==> src/rtl/lr_bus_arbiter_pkg.sv <==
// Shared owner encodings and defaults for the two-master bus arbiter.
package lr_bus_arbiter_pkg;

  typedef enum logic [1:0] {
    OWN_NONE = 2'b00,
    OWN_M0   = 2'b01,
    OWN_M1   = 2'b10
  } owner_e;

  localparam int MAX_HOLD_DEF = 4;
  localparam logic [3:0] HOLD_SAT = 4'd15;

  function automatic owner_e idx_owner(input logic idx);
    return idx ? OWN_M1 : OWN_M0;
  endfunction

endpackage

==> src/rtl/lr_bus_arbiter_if.sv <==
// Master-side request/response signals plus the Avalon memory port of the arbiter.
// slave = arbiter view; master = environment (masters + memory) view.
interface lr_bus_arbiter_if #(
  parameter int DATA_W = 8,
  parameter int ADDR_W = 8
);
  logic              M0RD_i, M1RD_i;
  logic              M0WR_i, M1WR_i;
  logic [ADDR_W-1:0] M0Addr_i, M1Addr_i;
  logic [DATA_W-1:0] M0WRData_i, M1WRData_i;
  logic              M0Wait_o, M1Wait_o;
  logic              M0RDValid_o, M1RDValid_o;
  logic [DATA_W-1:0] M0RDData_o, M1RDData_o;
  logic [ADDR_W-1:0] AvalonAddr_o;
  logic              AvalonRead_o;
  logic              AvalonWrite_o;
  logic [DATA_W-1:0] AvalonWriteData_o;
  logic [DATA_W-1:0] AvalonReadData_i;
  logic [1:0]        Owner_o;

  modport slave (
    input  M0RD_i, M1RD_i, M0WR_i, M1WR_i, M0Addr_i, M1Addr_i,
           M0WRData_i, M1WRData_i, AvalonReadData_i,
    output M0Wait_o, M1Wait_o, M0RDValid_o, M1RDValid_o, M0RDData_o, M1RDData_o,
           AvalonAddr_o, AvalonRead_o, AvalonWrite_o, AvalonWriteData_o, Owner_o
  );

  modport master (
    output M0RD_i, M1RD_i, M0WR_i, M1WR_i, M0Addr_i, M1Addr_i,
           M0WRData_i, M1WRData_i, AvalonReadData_i,
    input  M0Wait_o, M1Wait_o, M0RDValid_o, M1RDValid_o, M0RDData_o, M1RDData_o,
           AvalonAddr_o, AvalonRead_o, AvalonWrite_o, AvalonWriteData_o, Owner_o
  );
endinterface

==> src/rtl/lr_bus_arbiter_rr_pick.sv <==
// Combinational winner selection: keep the current owner until its hold budget runs out
// while the other master waits, else prefer ptr, else whoever requests.
module lr_rr_pick
  import lr_bus_arbiter_pkg::*;
(
  input  logic [1:0] req,
  input  owner_e     cur,
  input  logic       ptr,
  input  logic       hold_limit_hit,
  output owner_e     winner
);

  logic cur_idx;
  assign cur_idx = (cur == OWN_M1);

  always_comb begin
    winner = OWN_NONE;
    if (cur != OWN_NONE && req[cur_idx] && (!hold_limit_hit || !req[~cur_idx])) begin
      winner = cur;
    end else if (req[ptr]) begin
      winner = idx_owner(ptr);
    end else if (req[~ptr]) begin
      winner = idx_owner(~ptr);
    end
  end

endmodule

==> src/rtl/lr_bus_arbiter.sv <==
// Two-master to single Avalon port arbiter; grant and Avalon strobes are same-cycle,
// read data valid one cycle later. Losing master is stalled via its Wait output.
module lr_bus_arbiter
  import lr_bus_arbiter_pkg::*;
#(
  parameter int DATA_W   = 8,
  parameter int ADDR_W   = 8,
  parameter int MAX_HOLD = MAX_HOLD_DEF
) (
  input  logic            clk,
  input  logic            rstn,
  lr_bus_arbiter_if.slave bus
);

  owner_e            cur, cur_nxt, winner, rd_owner, rd_owner_nxt;
  logic              ptr, ptr_nxt;
  logic [3:0]        hold_cnt, hold_nxt;
  logic [1:0]        req;
  logic              hold_limit_hit;
  logic              sel_rd, sel_wr;
  logic [ADDR_W-1:0] sel_addr;
  logic [DATA_W-1:0] sel_wdata;

  assign req            = {bus.M1RD_i | bus.M1WR_i, bus.M0RD_i | bus.M0WR_i};
  assign hold_limit_hit = (int'(hold_cnt) >= MAX_HOLD);

  lr_rr_pick u_pick (
    .req            (req),
    .cur            (cur),
    .ptr            (ptr),
    .hold_limit_hit (hold_limit_hit),
    .winner         (winner)
  );

  always_comb begin
    sel_rd    = 1'b0;
    sel_wr    = 1'b0;
    sel_addr  = '0;
    sel_wdata = '0;
    case (winner)
      OWN_M0: begin
        sel_rd    = bus.M0RD_i;
        sel_wr    = bus.M0WR_i;
        sel_addr  = bus.M0Addr_i;
        sel_wdata = bus.M0WRData_i;
      end
      OWN_M1: begin
        sel_rd    = bus.M1RD_i;
        sel_wr    = bus.M1WR_i;
        sel_addr  = bus.M1Addr_i;
        sel_wdata = bus.M1WRData_i;
      end
      default: ;
    endcase
  end

  // RD together with WR is a write: no read strobe and no data-valid pulse.
  assign bus.AvalonAddr_o      = sel_addr;
  assign bus.AvalonRead_o      = sel_rd & ~sel_wr;
  assign bus.AvalonWrite_o     = sel_wr;
  assign bus.AvalonWriteData_o = sel_wdata;

  assign bus.M0Wait_o    = req[0] & (winner != OWN_M0);
  assign bus.M1Wait_o    = req[1] & (winner != OWN_M1);
  assign bus.M0RDValid_o = (rd_owner == OWN_M0);
  assign bus.M1RDValid_o = (rd_owner == OWN_M1);
  assign bus.M0RDData_o  = bus.AvalonReadData_i;
  assign bus.M1RDData_o  = bus.AvalonReadData_i;
  assign bus.Owner_o     = cur;

  always_comb begin
    cur_nxt      = winner;
    hold_nxt     = '0;
    ptr_nxt      = ptr;
    rd_owner_nxt = OWN_NONE;
    if (winner != OWN_NONE) begin
      if (winner == cur) begin
        hold_nxt = (hold_cnt == HOLD_SAT) ? HOLD_SAT : hold_cnt + 4'd1;
      end else begin
        hold_nxt = 4'd1;
      end
      ptr_nxt = (winner == OWN_M0);
      if (sel_rd && !sel_wr) begin
        rd_owner_nxt = winner;
      end
    end
  end

  always_ff @(posedge clk or negedge rstn) begin
    if (!rstn) begin
      cur      <= OWN_NONE;
      ptr      <= 1'b0;
      hold_cnt <= '0;
      rd_owner <= OWN_NONE;
    end else begin
      cur      <= cur_nxt;
      ptr      <= ptr_nxt;
      hold_cnt <= hold_nxt;
      rd_owner <= rd_owner_nxt;
    end
  end

endmodule
==> src/flat_wrapper.sv <==
// flat-port wrapper written by rule: the top's interface ports become plain ports
module lr_bus_arbiter_flat import lr_bus_arbiter_pkg::*;
#(
  parameter int DATA_W   = 8,
  parameter int ADDR_W   = 8,
  parameter int MAX_HOLD = MAX_HOLD_DEF
)
  (clk, rstn, bus_M0RD_i, bus_M1RD_i, bus_M0WR_i, bus_M1WR_i, bus_M0Addr_i, bus_M1Addr_i, bus_M0WRData_i, bus_M1WRData_i, bus_AvalonReadData_i, bus_M0Wait_o, bus_M1Wait_o, bus_M0RDValid_o, bus_M1RDValid_o, bus_M0RDData_o, bus_M1RDData_o, bus_AvalonAddr_o, bus_AvalonRead_o, bus_AvalonWrite_o, bus_AvalonWriteData_o, bus_Owner_o);
  lr_bus_arbiter_if #(.DATA_W(DATA_W), .ADDR_W(ADDR_W)) bus_i ();
  input  logic clk;
  input  logic rstn;
  input wire logic [$bits(bus_i.M0RD_i)-1:0] bus_M0RD_i;
  input wire logic [$bits(bus_i.M1RD_i)-1:0] bus_M1RD_i;
  input wire logic [$bits(bus_i.M0WR_i)-1:0] bus_M0WR_i;
  input wire logic [$bits(bus_i.M1WR_i)-1:0] bus_M1WR_i;
  input wire logic [$bits(bus_i.M0Addr_i)-1:0] bus_M0Addr_i;
  input wire logic [$bits(bus_i.M1Addr_i)-1:0] bus_M1Addr_i;
  input wire logic [$bits(bus_i.M0WRData_i)-1:0] bus_M0WRData_i;
  input wire logic [$bits(bus_i.M1WRData_i)-1:0] bus_M1WRData_i;
  input wire logic [$bits(bus_i.AvalonReadData_i)-1:0] bus_AvalonReadData_i;
  output wire logic [$bits(bus_i.M0Wait_o)-1:0] bus_M0Wait_o;
  output wire logic [$bits(bus_i.M1Wait_o)-1:0] bus_M1Wait_o;
  output wire logic [$bits(bus_i.M0RDValid_o)-1:0] bus_M0RDValid_o;
  output wire logic [$bits(bus_i.M1RDValid_o)-1:0] bus_M1RDValid_o;
  output wire logic [$bits(bus_i.M0RDData_o)-1:0] bus_M0RDData_o;
  output wire logic [$bits(bus_i.M1RDData_o)-1:0] bus_M1RDData_o;
  output wire logic [$bits(bus_i.AvalonAddr_o)-1:0] bus_AvalonAddr_o;
  output wire logic [$bits(bus_i.AvalonRead_o)-1:0] bus_AvalonRead_o;
  output wire logic [$bits(bus_i.AvalonWrite_o)-1:0] bus_AvalonWrite_o;
  output wire logic [$bits(bus_i.AvalonWriteData_o)-1:0] bus_AvalonWriteData_o;
  output wire logic [$bits(bus_i.Owner_o)-1:0] bus_Owner_o;
  assign bus_i.M0RD_i = bus_M0RD_i;
  assign bus_i.M1RD_i = bus_M1RD_i;
  assign bus_i.M0WR_i = bus_M0WR_i;
  assign bus_i.M1WR_i = bus_M1WR_i;
  assign bus_i.M0Addr_i = bus_M0Addr_i;
  assign bus_i.M1Addr_i = bus_M1Addr_i;
  assign bus_i.M0WRData_i = bus_M0WRData_i;
  assign bus_i.M1WRData_i = bus_M1WRData_i;
  assign bus_i.AvalonReadData_i = bus_AvalonReadData_i;
  assign bus_M0Wait_o = bus_i.M0Wait_o;
  assign bus_M1Wait_o = bus_i.M1Wait_o;
  assign bus_M0RDValid_o = bus_i.M0RDValid_o;
  assign bus_M1RDValid_o = bus_i.M1RDValid_o;
  assign bus_M0RDData_o = bus_i.M0RDData_o;
  assign bus_M1RDData_o = bus_i.M1RDData_o;
  assign bus_AvalonAddr_o = bus_i.AvalonAddr_o;
  assign bus_AvalonRead_o = bus_i.AvalonRead_o;
  assign bus_AvalonWrite_o = bus_i.AvalonWrite_o;
  assign bus_AvalonWriteData_o = bus_i.AvalonWriteData_o;
  assign bus_Owner_o = bus_i.Owner_o;
  lr_bus_arbiter #(.DATA_W(DATA_W), .ADDR_W(ADDR_W), .MAX_HOLD(MAX_HOLD)) u_core (.clk(clk), .rstn(rstn), .bus(bus_i));
endmodule
==> config.mk <==
export PLATFORM = sky130hd
export DESIGN_NAME = lr_bus_arbiter_flat
export DESIGN_NICKNAME = d
export VERILOG_FILES = /design/src/rtl/lr_bus_arbiter_pkg.sv /design/src/rtl/lr_bus_arbiter_if.sv /design/src/rtl/lr_bus_arbiter_rr_pick.sv /design/src/rtl/lr_bus_arbiter.sv /design/src/flat_wrapper.sv
export SDC_FILE = /design/constraint.sdc
export NUM_CORES = 1
export LEC_CHECK = 0
export ABC_CLOCK_PERIOD_IN_PS = 3500
export CAP_MARGIN = 20
export CORE_AREA = 3 3 72 60
export CTS_BUF_LIST = sky130_fd_sc_hd__clkbuf_2 sky130_fd_sc_hd__clkbuf_4 sky130_fd_sc_hd__clkbuf_8
export DETAILED_ROUTE_END_ITERATION = 6
export DIE_AREA = 0 0 75 63
export PLACE_DENSITY = 0.74
export SYNTH_ARGS = -nofsm -noshare
export SYNTH_HDL_FRONTEND = slang
export SYNTH_SLANG_ARGS = --single-unit
==> constraint.sdc <==
create_clock -name clk -period 3.5 [get_ports clk]
set_input_delay 1.05 -clock clk [delete_from_list [all_inputs] [get_ports clk]]
set_output_delay 1.05 -clock clk [all_outputs]
set_load 0.005 [all_outputs]
## Word level (Yosys, flattened, before mapping)

Index checks and enable logic that the tools add are counted.

- Add/subtract/negate cells: 1
- Bitwise gates (word level): 8
- Reduce and logical (&&, ||, !) cells: 9
- Eq/ne operators: 9
- Magnitude comparators: 5
- Mux-type cells: 22

Operators with widths:

| kind | number |
|---|---|
| one-hot mux 8 bit (2 select lines) | 2 |
| two-way mux 2 bit | 7 |
| two-way mux 4 bit | 3 |
| less-than comparator 1 x 2 -> 1 bit (second input constant) | 4 |
| two-way mux 1 bit | 8 |
| == test 2 bit (second input constant) | 3 |
| adder 4 x 1 -> 4 bit (second input constant) | 1 |
| == test 2 x 1 -> 1 bit (second input constant) | 2 |
| == test 4 bit (second input constant) | 1 |
| >= comparator 4 x 3 -> 1 bit (second input constant) | 1 |
| one-hot mux 1 bit (2 select lines) | 2 |
| nonzero test 2 bit | 2 |
| AND 1 bit | 3 |
| logical AND 1 bit | 3 |
| logical NOT 1 bit | 3 |
| NOT 1 bit | 3 |
| == test 2 bit | 1 |
| != test 2 x 1 -> 1 bit (second input constant) | 1 |
| != test 2 bit (second input constant) | 1 |
| bitwise OR 1 bit | 2 |
| logical OR 1 bit | 1 |

- Register bits after elaboration: 9
- Output and inout bits: 40
- Input bits: 46
- Word-level logic and storage cells: 58

## Logic depth before layout (Yosys ltp)

- Word-level depth: 14
- Gate-level depth with buffers: 6
- Depth with buffers taken out: 5

## Cells and area by module

A second synthesis with hierarchy kept.

- Cell total of the unflattened synthesis: 104
- Area total of the unflattened synthesis: 919.6 um2

By module, submodules not included:

| module | area an instance (um2) | cells each | times used |
|---|---|---|---|
| lr_bus_arbiter | 872.1 | 96 | 1 |
| lr_rr_pick | 47.5 | 8 | 1 |

## Worst setup path after synthesis

Ideal clock, no wire load.

- Path kind: input to output
- Start: in bus_M0WR_i
- End: out bus_AvalonAddr_o[1]
- Cell stages on the path: 5
- Path slack: 0.359 ns
- Path buffers: 2
- Data arrival time: 2.091 ns
- Path through: or2_2 > clkbuf_1 > a21oi_2 > buf_2 > a22o_1

- Cells in the longest elaborated chain, start to end: 9

Ends and longest elaborated chain:

| what | RTL line | text |
|---|---|---|
| start, declared | flat_wrapper.sv:14 | `input wire logic [$bits(bus_i.M0WR_i)-1:0] bus_M0WR_i;` |
| bitwise OR 1 bit (*) | lr_bus_arbiter.sv:24 | `assign req = {bus.M1RD_i \| bus.M1WR_i, bus.M0RD_i \| bus.M0WR_i};` |
| two-way mux 1 bit (not written as such) (2 in a row) | lr_bus_arbiter_rr_pick.sv:18 | `if (cur != OWN_NONE && req[cur_idx] && (!hold_limit_hit \|\| !req[~cur_idx])) begin` |
| logical NOT 1 bit | lr_bus_arbiter_rr_pick.sv:18 |  |
| logical OR 1 bit | lr_bus_arbiter_rr_pick.sv:18 |  |
| logical AND 1 bit | lr_bus_arbiter_rr_pick.sv:18 |  |
| two-way mux 2 bit (*) | lr_bus_arbiter_rr_pick.sv:18 |  |
| == test 2 bit / == test 2 x 1 -> 1 bit (equally long branches) | lr_bus_arbiter.sv:40 | `case (winner)` |
| one-hot mux 8 bit (2 select lines) (*) | lr_bus_arbiter.sv:40 |  |
| end, declared | flat_wrapper.sv:27 | `output wire logic [$bits(bus_i.AvalonAddr_o)-1:0] bus_AvalonAddr_o;` |

Every way passes the cells marked *; elsewhere a longest branch is shown, timed or not. The select of a mux whose other input is x is not followed.

## Final worst setup path

- Start: in bus_M0WR_i
- End: out bus_AvalonWrite_o

- Cells in the longest elaborated chain, start to end: 9

Ends and longest elaborated chain:

| what | RTL line | text |
|---|---|---|
| bitwise OR 1 bit (*) | lr_bus_arbiter.sv:24 |  |
| two-way mux 1 bit (not written as such) (2 in a row) | lr_bus_arbiter_rr_pick.sv:18 |  |
| logical NOT 1 bit | lr_bus_arbiter_rr_pick.sv:18 |  |
| logical OR 1 bit | lr_bus_arbiter_rr_pick.sv:18 |  |
| logical AND 1 bit | lr_bus_arbiter_rr_pick.sv:18 |  |
| two-way mux 2 bit (*) | lr_bus_arbiter_rr_pick.sv:18 |  |
| named net u_core.cur_nxt[1] | lr_bus_arbiter.sv:15 | `owner_e cur, cur_nxt, winner, rd_owner, rd_owner_nxt;` |
| == test 2 bit / == test 2 x 1 -> 1 bit (equally long branches) | lr_bus_arbiter.sv:40 |  |
| one-hot mux 1 bit (2 select lines) (*) | lr_bus_arbiter.sv:40 |  |
| end, declared | flat_wrapper.sv:29 | `output wire logic [$bits(bus_i.AvalonWrite_o)-1:0] bus_AvalonWrite_o;` |

Mark *: on every way through the listed nets, which the timed path passes. The rest lies on a longest branch. The select of a mux whose other input is x is not followed.

==> impl_metrics.toml <==
[yosys]
netlist_top_cells_count = "buf_4, a22o_1, dfrtp_1, nor2_1"
postSynthNetCount = 150
synthCells = 103
ys_types = 37
seq_area_frac_synth = 0.250
synth_area_sq_um = 900
synth_seq_cells = 9
synth_edf_count = 0
synth.most_common_cell = "buf_4"
async_reset_ff_frac = 1.00
yosysWarnings = 0
synth-main-ff-cell = "dfrtp_1"
yosysTopAreaCell = "dfrtp_1"
yosysTopAreaCellShare = 0.250
synth_area_leaders = "dfrtp_1, buf_4, a22o_1"
avgSynthCellArea_sq_um = 8.73

[floorplan]
start_util = 0.241
fp-row-count = 20
die_y_microns = 63
dieArea_sq_mm = 0.00473
die_w_microns = 75
coreArea_sq_mm = 0.00373
ios = 86

[global_route]
grt_usage = 0.139
grt_max_degree = 11
grt_pass1_wl_microns = 4910
grt_pass1_vias = 1043
grt_antenna_before_repair = 0
grt_overflow_total = 0

[drt]
viasPerCell = 4.76
routed-wl-met3_microns = 184
avgRoutedWirePerCell_microns = 14.0
finalWirelength_microns = 3030
drt-initial-drc-count = 51
ant_nets = 0
wl_met2_microns = 1520
wl_met1_microns = 1210
vias = 1028
drtPass1Iterations = 4
maxUsedRoutingLayer = "met4"
drc = 0

[cts]
clock-sinks = 9
cts.clk_slew.worst_paths_ns = 0.05
cts_tree = "done"
htreeDepth = 1
root_buffer = "clkbuf_8"
clockBufferDepth = 2
cts_made_buffers = 3
clk_latency_ns = 0.24
postCtsHoldBufs = 0

[timing]
slew_headroom = 0.724
worstMarginPinSlew_ns = 0.413
period_share = 0.981
whs_ns = 0.632
rsz0062_at_grt = "false"
setup_tns_ns = 0
setup_violations = 0
timing.fmax_mhz = 291
hold_viol = 0
slew_violations = 0
finalCriticalPeriod_ns = 3.43
fin_skew_ns = 0.00146

[setup_path]
worst_setup_path_start_kind = "input port"
startpoint = "bus_M0WR_i"
end_kind = "output pin"
r2r_cells = 6
rr_endpoint = "u_core.ptr"
cp-endpoint = "bus_AvalonWrite_o"
crit_fanout = 5
reg2reg_from = "u_core.hold_cnt[2]"
cp_data_required_time_ns = 2.45
arrival_ns = 2.38
r2r_slack_ns = 1.65
critical_path_class = "input port to output pin"

[power_and_ir_drop]
intPower_uw = 721
p_comb_frac = 0.718
seq_power_share = 0.170
p_leak_uw = 0.000749
clkPwrFrac = 0.112
power_switching_uw = 456
p_sw_frac = 0.388
power_density_mw_per_mm2 = 690
p_total_uw = 1180
peakVddDrop_mv = 0.202

[placement]
dp.cells = 204
routabilityCongestion = 0.817
place_hpwl_microns = 2200
io_buffers = 61

[cells_and_area]
drive_gt1_frac = 0.291
final_nets = 220
n_antenna_cell = 0
final_cells = 216
area_growth_pct = 89.6

[run_status]
status = "finished clean"

[worst_hold_path]
hold_path.class = "flop to flop"

[job]
maxCapViolations = 0
-- power groups by stage --
stage | Combinational, uW | Clock [uW] | Sequential [uW]
global placement | 776 | 0 | 192
CTS | 837 | 137 | 198
floorplan | 442 | 0 | 177
finish | 845 | 131 | 201
detailed placement | 781 | 0 | 194
global route | 927 | 147 | 207
-- cell type report --
cell class                      count  area (sq um)
Tap cell                           44          55.1
Inverter                            5          18.8
Clock buffer                        4          48.8
Timing Repair Buffer               85           779
Multi-Input combinational cell     69           578
Fill cell                         363          2020
Sequential cell                     9           225
-- state kept, by name (all words and copies together), names as in the netlist --
register and count:
u_core.bus.Owner_o 2, u_core.ptr 1, u_core.hold_cnt 4, u_core.rd_owner 2
-- kinds of logic (layout without fill, tap and decap cells) --
logic type	after synthesis	in the layout	synth area share
buf+inv	26	94	0.207
simple gates	27	27	0.171
compound gates	40	41	0.357
fa+ha+maj	1	1	0.0139
flops	9	9	0.250
-- critical path: stages --
cell           delay (ns)
dlygate4sd2_1        0.25
or2_4                0.30
a31oi_4              0.19
a31oi_4              0.05
buf_4                0.16
o2bb2ai_1            0.12
dlygate4sd2_1        0.26
-- cells in the final DEF (no fill, tap or decap), drive strengths merged --
cell type      Yosys  routed
clkdlybuf4s50      0      38
a31o               1       1
o2bb2ai            2       2
inv                5       5
dlygate4sd2        0      16
clkdlybuf4s15      0       7
a21oi              5       5
nand2              2       2
nor3b              2       2
nor3               1       1
clkbuf             1       4
or3b               1       1
nand4              1       1
buf               20      24
o211ai             1       1
o21a               2       3
nor2b              4       4
nand3              2       2
nor2               8       8
o21ai              5       5
and3               1       1
a31oi              4       4
and2               2       2
o221ai             1       1
o22ai              1       1
a221oi             1       1
o311ai             1       1
or2                2       2
nand3b             1       1
a22o              16      16
ha                 1       1
dfrtp              9       9
-- repair_timing --
item | in CTS | in global routing
buffers inserted | 7 | 0
cloned | 1 | 0
gates resized for setup | 42 | 6
endpoints found under the setup margin | 20 | 13
pin swaps | 4 | 2
-- per-layer routing --
layer  vias to the layer above  GRT usage
met3                         9     0.0322
met2                        40      0.227
met1                       470      0.155
li1                        509          -
met5                         -          0
met4                         0     0.0978
-- worst min path at each step --
stage,from,to,depth (start not counted)
floorplan,u_core.hold_cnt[1],u_core.hold_cnt[3],2
global placement,u_core.hold_cnt[1],u_core.hold_cnt[3],2
detailed placement,u_core.hold_cnt[1],u_core.hold_cnt[3],2
CTS,u_core.ptr,u_core.ptr,2
global route,u_core.ptr,u_core.ptr,2
finish,u_core.ptr,u_core.ptr,2
-- stage by stage --
stage | worst slack, ns | instance area, sq um | util
6_report | 0.0664 | 1710 | 0.457
5_1_grt | 0.00109 | 1710 | 0.457
4_1_cts | 0.0109 | 1700 | 0.455
3_3_place_gp | -0.410 | 1530 | 0.409
3_5_place_dp | -0.455 | 1530 | 0.409
2_1_floorplan | 0.359 | 900 | -
Power figures use the tool's default switching activity.
